==> src/rtl/pc_ras_unit.sv <==
// Fetch-stage program counter with a hardware return-address stack.
// Supports hold/inc/jump/branch/call/return/rel-call, stall, and sticky stack-error flags.
module pc_ras_unit #(
    parameter int unsigned      WIDTH        = 32,
    parameter int unsigned      STEP         = 4,
    parameter int unsigned      BR_SHIFT     = 2,
    parameter int unsigned      RAS_DEPTH    = 4,
    parameter logic [WIDTH-1:0] RESET_VECTOR = '0
) (
    input  logic                           clock,
    input  logic                           reset,
    input  logic                           stall,
    input  logic [2:0]                     PS,
    input  logic [WIDTH-1:0]               in,
    input  logic                           err_clr,
    output logic [WIDTH-1:0]               PC,
    output logic [WIDTH-1:0]               PC4,
    output logic [$clog2(RAS_DEPTH+1)-1:0] stack_depth,
    output logic                           stack_full,
    output logic                           stack_empty,
    output logic                           err_overflow,
    output logic                           err_underflow,
    output logic                           misaligned
);

    localparam int unsigned DW = $clog2(RAS_DEPTH + 1);
    localparam int unsigned AW = (RAS_DEPTH > 1) ? $clog2(RAS_DEPTH) : 1;

    localparam logic [2:0] PS_HOLD   = 3'b000;
    localparam logic [2:0] PS_INC    = 3'b001;
    localparam logic [2:0] PS_JUMP   = 3'b010;
    localparam logic [2:0] PS_BRANCH = 3'b011;
    localparam logic [2:0] PS_CALL   = 3'b100;
    localparam logic [2:0] PS_RET    = 3'b101;
    localparam logic [2:0] PS_RCALL  = 3'b110;

    localparam logic [WIDTH-1:0] STEP_W     = WIDTH'(STEP);
    localparam logic [WIDTH-1:0] ALIGN_MASK = WIDTH'(STEP - 1);

    logic [WIDTH-1:0] pc_q, pc_d;
    logic [DW-1:0]    depth_q, depth_d;
    logic             ovf_q, ovf_d;
    logic             unf_q, unf_d;
    logic [WIDTH-1:0] stack_q [RAS_DEPTH];
    logic [WIDTH-1:0] stack_d [RAS_DEPTH];

    logic [WIDTH-1:0] pc_plus_step;
    logic [WIDTH-1:0] rel;
    logic [WIDTH-1:0] br_target;
    logic             full;
    logic             empty;
    logic [AW-1:0]    push_idx;
    logic [AW-1:0]    pop_idx;

    // Shared datapath: sequential address, scaled relative offset, branch target.
    always_comb begin
        pc_plus_step = pc_q + STEP_W;
        rel          = in << BR_SHIFT;
        br_target    = pc_plus_step + rel;
        full         = (depth_q == DW'(RAS_DEPTH));
        empty        = (depth_q == '0);
        push_idx     = AW'(depth_q);
        pop_idx      = AW'(depth_q - DW'(1));
    end

    // Next-state: PC select, stack push/pop, sticky errors (a set beats err_clr).
    always_comb begin
        pc_d    = pc_q;
        depth_d = depth_q;
        stack_d = stack_q;
        ovf_d   = err_clr ? 1'b0 : ovf_q;
        unf_d   = err_clr ? 1'b0 : unf_q;

        if (!stall) begin
            case (PS)
                PS_HOLD:   pc_d = pc_q;
                PS_INC:    pc_d = pc_plus_step;
                PS_JUMP:   pc_d = in;
                PS_BRANCH: pc_d = br_target;
                PS_CALL, PS_RCALL: begin
                    pc_d = (PS == PS_CALL) ? in : br_target;
                    if (full) begin
                        ovf_d = 1'b1;
                    end else begin
                        stack_d[push_idx] = pc_plus_step;
                        depth_d           = depth_q + DW'(1);
                    end
                end
                PS_RET: begin
                    if (empty) begin
                        pc_d  = pc_plus_step;
                        unf_d = 1'b1;
                    end else begin
                        pc_d    = stack_q[pop_idx];
                        depth_d = depth_q - DW'(1);
                    end
                end
                default:   pc_d = pc_q;
            endcase
        end
    end

    // Control state; reset discards the stack by zeroing the depth.
    always_ff @(posedge clock or negedge reset) begin
        if (!reset) begin
            pc_q    <= RESET_VECTOR;
            depth_q <= '0;
            ovf_q   <= 1'b0;
            unf_q   <= 1'b0;
        end else begin
            pc_q    <= pc_d;
            depth_q <= depth_d;
            ovf_q   <= ovf_d;
            unf_q   <= unf_d;
        end
    end

    // Stack storage needs no reset: entries above depth are never read.
    always_ff @(posedge clock) begin
        stack_q <= stack_d;
    end

    always_comb begin
        PC            = pc_q;
        PC4           = pc_plus_step;
        stack_depth   = depth_q;
        stack_full    = full;
        stack_empty   = empty;
        err_overflow  = ovf_q;
        err_underflow = unf_q;
        misaligned    = |(pc_q & ALIGN_MASK);
    end

endmodule

==> config.mk <==
export PLATFORM = sky130hd
export DESIGN_NAME = pc_ras_unit
export DESIGN_NICKNAME = d
export VERILOG_FILES = /design/src/rtl/pc_ras_unit.sv
export SDC_FILE = /design/constraint.sdc
export NUM_CORES = 1
export LEC_CHECK = 0
export CORE_MARGIN = 2
export CORE_UTILIZATION = 30
export CTS_BUF_LIST = sky130_fd_sc_hd__clkbuf_8
export CTS_CLUSTER_SIZE = 30
export DETAILED_ROUTE_END_ITERATION = 8
export PLACE_DENSITY = 0.49
export SYNTH_ARGS = -nofsm -noshare
export SYNTH_HDL_FRONTEND = slang
export SYNTH_SLANG_ARGS = --single-unit
==> constraint.sdc <==
create_clock -name clock -period 4.1 [get_ports clock]
set_input_delay 0.41 -clock clock [delete_from_list [all_inputs] [get_ports clock]]
set_output_delay 0.41 -clock clock [all_outputs]
set_load 0.005 [all_outputs]
==> metrics.md, run 1 <==
| Metric | Value |
|---|---|
| WP depth | `14` |
| GRT overflow | `0` |
| Met1 WL | `14100 um` |
| Int Pwr | `4.70 mW` |
| Root buffer cell | `clkbuf_8` |
| Placed cell count | `1349` |
| Largest net degree at the start of global routing | `38` |
| Critical setup path kind | `reg2reg` |
| Count leader, synth | `edfxtp_1` |
| Psw | `3.10 mW` |
| Final Power | `7.80 mW` |
| Met2 routed WL | `14200 um` |
| Vias in the first global route | `7583` |
| Drt drc | `0` |
| Setup-failing EPs final | `0` |
| Synthesis-to-layout area growth | `26.0%` |
| Placement-stage cell area | `11400 um^2` |
| Clock sink total | `165` |
| Cell count after synthesis | `810` |
| CP Max Fanout | `6` |
| Fin util | `0.386` |
| Worst setup EP type | `flop` |
| Crit-path cells | `and2_1, nand4_1, or3_1, xnor2_1, ha_1, and3_2, o2111ai_1, a21oi_2, or3_4, o31a_4, a211oi_2, xor2_1, or3_2, a41oi_2` |
| Port buffer count | `110` |
| Pleak | `4.28 nW` |
| Clock latency on the worst-skew pair | `0.48 ns` |
| Rel. slew slack | `0.310` |
| Slowest Stage Delay on Critical Path | `0.43 ns` |
| Setup TNS | `0 ns` |
| WP data required | `4.51 ns` |
| RR Endpoint | `PC[31]$_DFFE_PN0P_` |
| GPL Wtd Cong | `0.871` |
| Fin. max-slew vios | `0` |
| Post-route insts no fill | `1383` |
| Fin crit share | `0.947` |
| Avg Inst Size Synth | `11.6 um^2` |
| Fin nets | `1056` |
| Initial DRC Count | `538` |
| Area contributors post-synth | `edfxtp_1 41%, dfrtp_1 9.8%, mux4_2 7.4%` |
| Final worst slack | `0.218 ns` |
| Switch share | `0.398` |
| Fillcell total | `3012` |
| Initial Utilization | `0.306` |
| Worst Path Arrival | `4.29 ns` |
| Cell types with the highest counts after synthesis | `128 x edfxtp_1, 67 x nand2_1, 58 x a21oi_1` |
| Achievable Freq | `0.258 GHz` |
| Antenna Nets Post-Route | `0` |
| First-pass GRT wire length | `47100 um` |
| N_diodes | `0` |
| Die X-Extent | `181 um` |
| Hold Crit Class | `in2async` |
| Highest metal used | `met4` |
| FF+latch count, synth | `165` |
| Tot GR Track Use | `0.189` |
| Core ar. | `30700 um^2` |
| Sequential power share | `0.312` |
| CTS tree | `yes` |
| MaxCap Viol Count | `0` |
| Synth area leader | `edfxtp_1` |
| Post-route cell area | `11900 um^2` |
| Gate power share | `0.535` |
| Per-cell routed wire length | `21.8 um` |
| Slowest-stage cell, CP | `or3_4` |
| Via Count | `7402` |
| Die area | `32800 um^2` |
| Top cell family by delay on the critical path | `simple AND/OR/NAND/NOR gates` |
| Post-Route Skew | `0.0169 ns` |
| Startpoint types | `flop` |
| IO Pins | `111` |
| Hold Slack | `0.0931 ns` |
| Die height | `181 um` |
| Prevailing post-synth register cell | `edfxtp_1` |
| Row count | `64` |
| Seq/Total Area, Yosys | `0.507` |
| Netlist cell types | `71` |
| Syn. warnings | `0` |
| Met3 WL | `1470 um` |
| Worst slack, placed | `0.220 ns` |
| Fin. Hold Viols | `0` |
| Clock power share | `0.153` |
| RSZ-0062 raised after global routing | `false` |
| Max Root-Sink Buffers | `2` |
| R2R cell count | `14` |
| Status | `complete, no violations` |
| R2R Path Start | `PC[5]$_DFFE_PN0P_` |
| Clk pin slew, worst setup/hold paths | `0.10 ns` |
| Mapped Area | `9420 um^2` |
| Fraction of registers with async set or reset after synthesis | `0.224` |
| WP buf/inv | `0` |
| Tmin final | `3.88 ns` |
| Synthesized net count | `892` |
| Worst slew pin tran | `1.04 ns` |
| Synth top area share | `0.408` |
| TritonRoute pass-1 iters | `5` |
| Antenna violations before repair | `0` |
| Htree depth | `4` |
| Pwr dens | `657 nW/um^2` |
| DP HPWL | `22500 um` |
| Share of cells above drive strength 1 | `0.176` |
| Post-synth EDFFs | `128` |
| Reg-to-reg setup timing slack | `0.22 ns` |
| Via-per-instance ratio | `5.35` |
| CTS Buf Count | `17` |
| Detailed Route WL | `30200 um` |
| Max IR drop VDD | `301 uV` |
-- cell usage in the layout (no fill, tap or decap), types with 8 or more instances in the layout --
cell type / n
a21oi_1: 57
a221oi_1: 22
a31oi_1: 14
and3_1: 13
buf_4: 74
clkbuf_8: 18
clkdlybuf4s50_1: 109
dfrtp_1: 34
edfxtp_1: 128
ha_1: 40
inv_1: 20
mux2i_1: 9
mux4_2: 31
nand2_1: 67
nand2b_1: 10
nand3_1: 19
nor2_1: 52
nor2b_1: 9
nor3_1: 14
o21ai_0: 55
o22ai_1: 8
xnor2_1: 35
xor2_1: 17
-- repair_timing --
item                                    4_1_cts  5_1_grt
setup buffers                                 0        2
hold endpoints to repair                      0        0
gates resized for setup                       0        8
hold buffers                                  0        0
endpoints found under the setup margin        0        4
-- worst max-delay path by stage --
stage,from,to,slack [ns]
after floorplan,PC[4]$_DFFE_PN0P_,PC[31]$_DFFE_PN0P_,0.22
after CTS,PC[2]$_DFFE_PN0P_,PC[31]$_DFFE_PN0P_,0.19
after global routing,PC[5]$_DFFE_PN0P_,PC[25]$_DFFE_PN0P_,0.006
final,PC[5]$_DFFE_PN0P_,PC[31]$_DFFE_PN0P_,0.22
after detailed placement,PC[3]$_DFFE_PN0P_,PC[31]$_DFFE_PN0P_,0.22
after global placement,PC[10]$_DFFE_PN0P_,PC[22]$_DFFE_PN0P_,0.27
-- flip-flops by register name, summed over array words and instances (netlist names) --
name           cells
err_underflow      1
err_overflow       1
PC                32
stack_depth        3
stack_q          128
-- cell families (layout without fill, tap and decap cells) --
group                      Yosys count  in the layout  synth area share
muxes                               43             43            0.0889
DFF                                165            165             0.507
adders and majority gates           43             43            0.0579
AOI/OAI and AO/OA                  220            220             0.153
and+or+nand+nor                    223            223             0.115
buffers and inverters               63            240            0.0296
xor gates and xnor gates            53             53            0.0493
-- power by group through the flow --
stage	clock, mW	combinational [mW]	sequential (mW)
after global routing	1.29	4.57	2.47
after global placement	0	4.18	2.46
after CTS	1.23	4.19	2.43
after detailed placement	0	4.16	2.47
final	1.19	4.17	2.43
after floorplan	0	2.37	2.43
-- routing by layer --
metal	track usage	vias to the layer above
li1	-	3441
met1	0.266	3692
met2	0.305	238
met3	0.0276	31
met4	0.0491	0
met5	0	-
-- cell type report --
type / instances / area, um^2 / share of cell area
multi-input cells: 582 / 4410 / 0.372
clock buffers: 18 / 248 / 0.0209
repair buffers: 188 / 1730 / 0.146
well taps: 396 / 495 / 0.0418
flip-flops and latches: 165 / 4770 / 0.402
inverters: 20 / 75.1 / 0.00633
clock inverters: 14 / 134 / 0.0113
No activity file was read; power rests on OpenSTA's default activity.
==> run 2, diff against run 1 <==
Settings changed: CORE_UTILIZATION 30 to 45, CTS_CLUSTER_DIAMETER set to 80, PLACE_DENSITY 0.49 to 0.67, SKIP_CTS_REPAIR_TIMING set to 1.
==> metrics.md, run 2 (synthesized netlist as in run 1, its figures left out) <==
| Metric | Value |
|---|---|
| Die area | `22100 um^2` |
| Tot GR Track Use | `0.256` |
| CTS Buf Count | `17` |
| Achievable Freq | `0.253 GHz` |
| Tmin final | `3.96 ns` |
| Slowest-stage cell, CP | `dfrtp_2` |
| Clock latency on the worst-skew pair | `0.49 ns` |
| Root buffer cell | `clkbuf_8` |
| Most frequent cells in the layout | `128 x edfxtp_1, 109 x clkdlybuf4s50_1, 67 x nand2_1, 62 x buf_4, 57 x a21oi_1` |
| Commonest non-fill, non-tap cell in the layout | `edfxtp_1` |
| CP Max Fanout | `6` |
| IO Pins | `111` |
| Pleak | `4.21 nW` |
| Worst setup EP type | `flop` |
| Hold Slack | `0.0803 ns` |
| Detailed Route WL | `27400 um` |
| Synthesis-to-layout area growth | `23.5%` |
| Largest net degree at the start of global routing | `38` |
| Via Count | `7429` |
| Max Root-Sink Buffers | `2` |
| Die X-Extent | `149 um` |
| MaxCap Viol Count | `0` |
| GPL Wtd Cong | `0.959` |
| DP HPWL | `19600 um` |
| Slowest Stage Delay on Critical Path | `0.46 ns` |
| WP data required | `4.50 ns` |
| Per-cell routed wire length | `22.1 um` |
| Rel. slew slack | `0.348` |
| Via-per-instance ratio | `5.97` |
| Top cell family by delay on the critical path | `simple AND/OR/NAND/NOR gates` |
| Worst slew pin tran | `0.977 ns` |
| Status | `complete, no violations` |
| Hold Crit Class | `in2async` |
| TritonRoute pass-1 iters | `6` |
| Critical setup path kind | `reg2reg` |
| Core ar. | `20400 um^2` |
| Vias in the first global route | `7438` |
| Startpoint types | `flop` |
| Fin util | `0.571` |
| Crit-path cells | `and3_2, nand3_1, nor3_2, buf_4, xnor2_1, ha_1, and3_1, o2111ai_1, a21oi_2, or3_4, o31a_4, a211oi_2, xor2_1, or3_2, a41oi_2` |
| Clk pin slew, worst setup/hold paths | `0.10 ns` |
| Max IR drop VDD | `536 uV` |
| GRT overflow | `0` |
| Share of cells above drive strength 1 | `0.167` |
| Fin crit share | `0.966` |
| Antenna violations before repair | `0` |
| Fillcell total | `1775` |
| Final worst slack | `0.140 ns` |
| Worst Path Arrival | `4.36 ns` |
| Post-Route Skew | `0.0128 ns` |
| Clock sink total | `165` |
| N_diodes | `0` |
| Final Power | `7.74 mW` |
| Initial Utilization | `0.462` |
| WP buf/inv | `1` |
| Largest reg by FF count | `stack_q` |
| Worst slack, placed | `0.111 ns` |
| Row count | `52` |
| Htree depth | `4` |
| Fin. Hold Viols | `0` |
| Initial DRC Count | `759` |
| First-pass GRT wire length | `42700 um` |
| Drt drc | `0` |
| Die height | `149 um` |
| Post-route insts no fill | `1244` |
| Port buffer count | `110` |
| Fin nets | `1043` |
| RSZ-0062 raised after global routing | `true` |
| Pwr dens | `666 nW/um^2` |
| CTS tree | `yes` |
| Antenna Nets Post-Route | `0` |
| Placed cell count | `1211` |
| Setup-failing EPs final | `0` |
| Fin. max-slew vios | `0` |
| Max FFs per register | `128` |
-- run 2: cell count changes in the layout (fill, tap and decap cells not counted), sizes merged --
cell,previous run,this run
buf,79,66
bufinv,0,2
clkinv,3,1
clkinvlp,2,4
clkbuf,18,17
inv,29,28
-- run 2: worst paths after layout --
path	cells after the start	end	slack, ns	start
worst max-delay path	15	PC[31]$_DFFE_PN0P_	0.14	PC[11]$_DFFE_PN0P_
max in group asynchronous	1	PC[13]$_DFFE_PN0P_	3.35	reset
worst max register to register	15	PC[31]$_DFFE_PN0P_	0.14	PC[11]$_DFFE_PN0P_
min in group clock	2	err_underflow$_DFF_PN0_	0.53	err_clr
worst min register to register	2	err_overflow$_DFF_PN0_	0.53	err_overflow$_DFF_PN0_
worst min-delay path	1	err_underflow$_DFF_PN0_	0.08	reset
-- run 2: area by class of cell --
type	count	area, um^2	area share
Timing Repair Buffer	175	1620	0.139
Multi-Input combinational cell	582	4420	0.380
Inverter	20	75.1	0.00646
Clock inverter	15	166	0.0143
Clock buffer	17	234	0.0201
Sequential cell	165	4770	0.411
Tap cell	270	338	0.0291
-- run 2: per-stage QoR --
stage / instance area [um^2] / setup TNS (ns)
after floorplan: 9420 / 0
after global placement: 11200 / 0
after detailed placement: 11200 / 0
after CTS: 11600 / 0
after global routing: 11600 / -0.0623
final: 11600 / 0
-- run 2: power breakdown --
part           internal (mW)  leakage, nW  switching (mW)
Sequential              2.19         1.58           0.242
Combinational           2.00         2.44            2.08
Clock                  0.554        0.194           0.676
-- run 2: metal layers --
| layer | part of all wire | global-route usage | wire length [um] | vias to the layer above |
|---|---|---|---|---|
| li1 | - | - | - | 3403 |
| met1 | 0.44 | 0.357 | 12100 | 3696 |
| met2 | 0.47 | 0.413 | 13000 | 288 |
| met3 | 0.065 | 0.0469 | 1790 | 42 |
| met4 | 0.022 | 0.0771 | 594 | 0 |
| met5 | 0 | 0 | 0 | - |
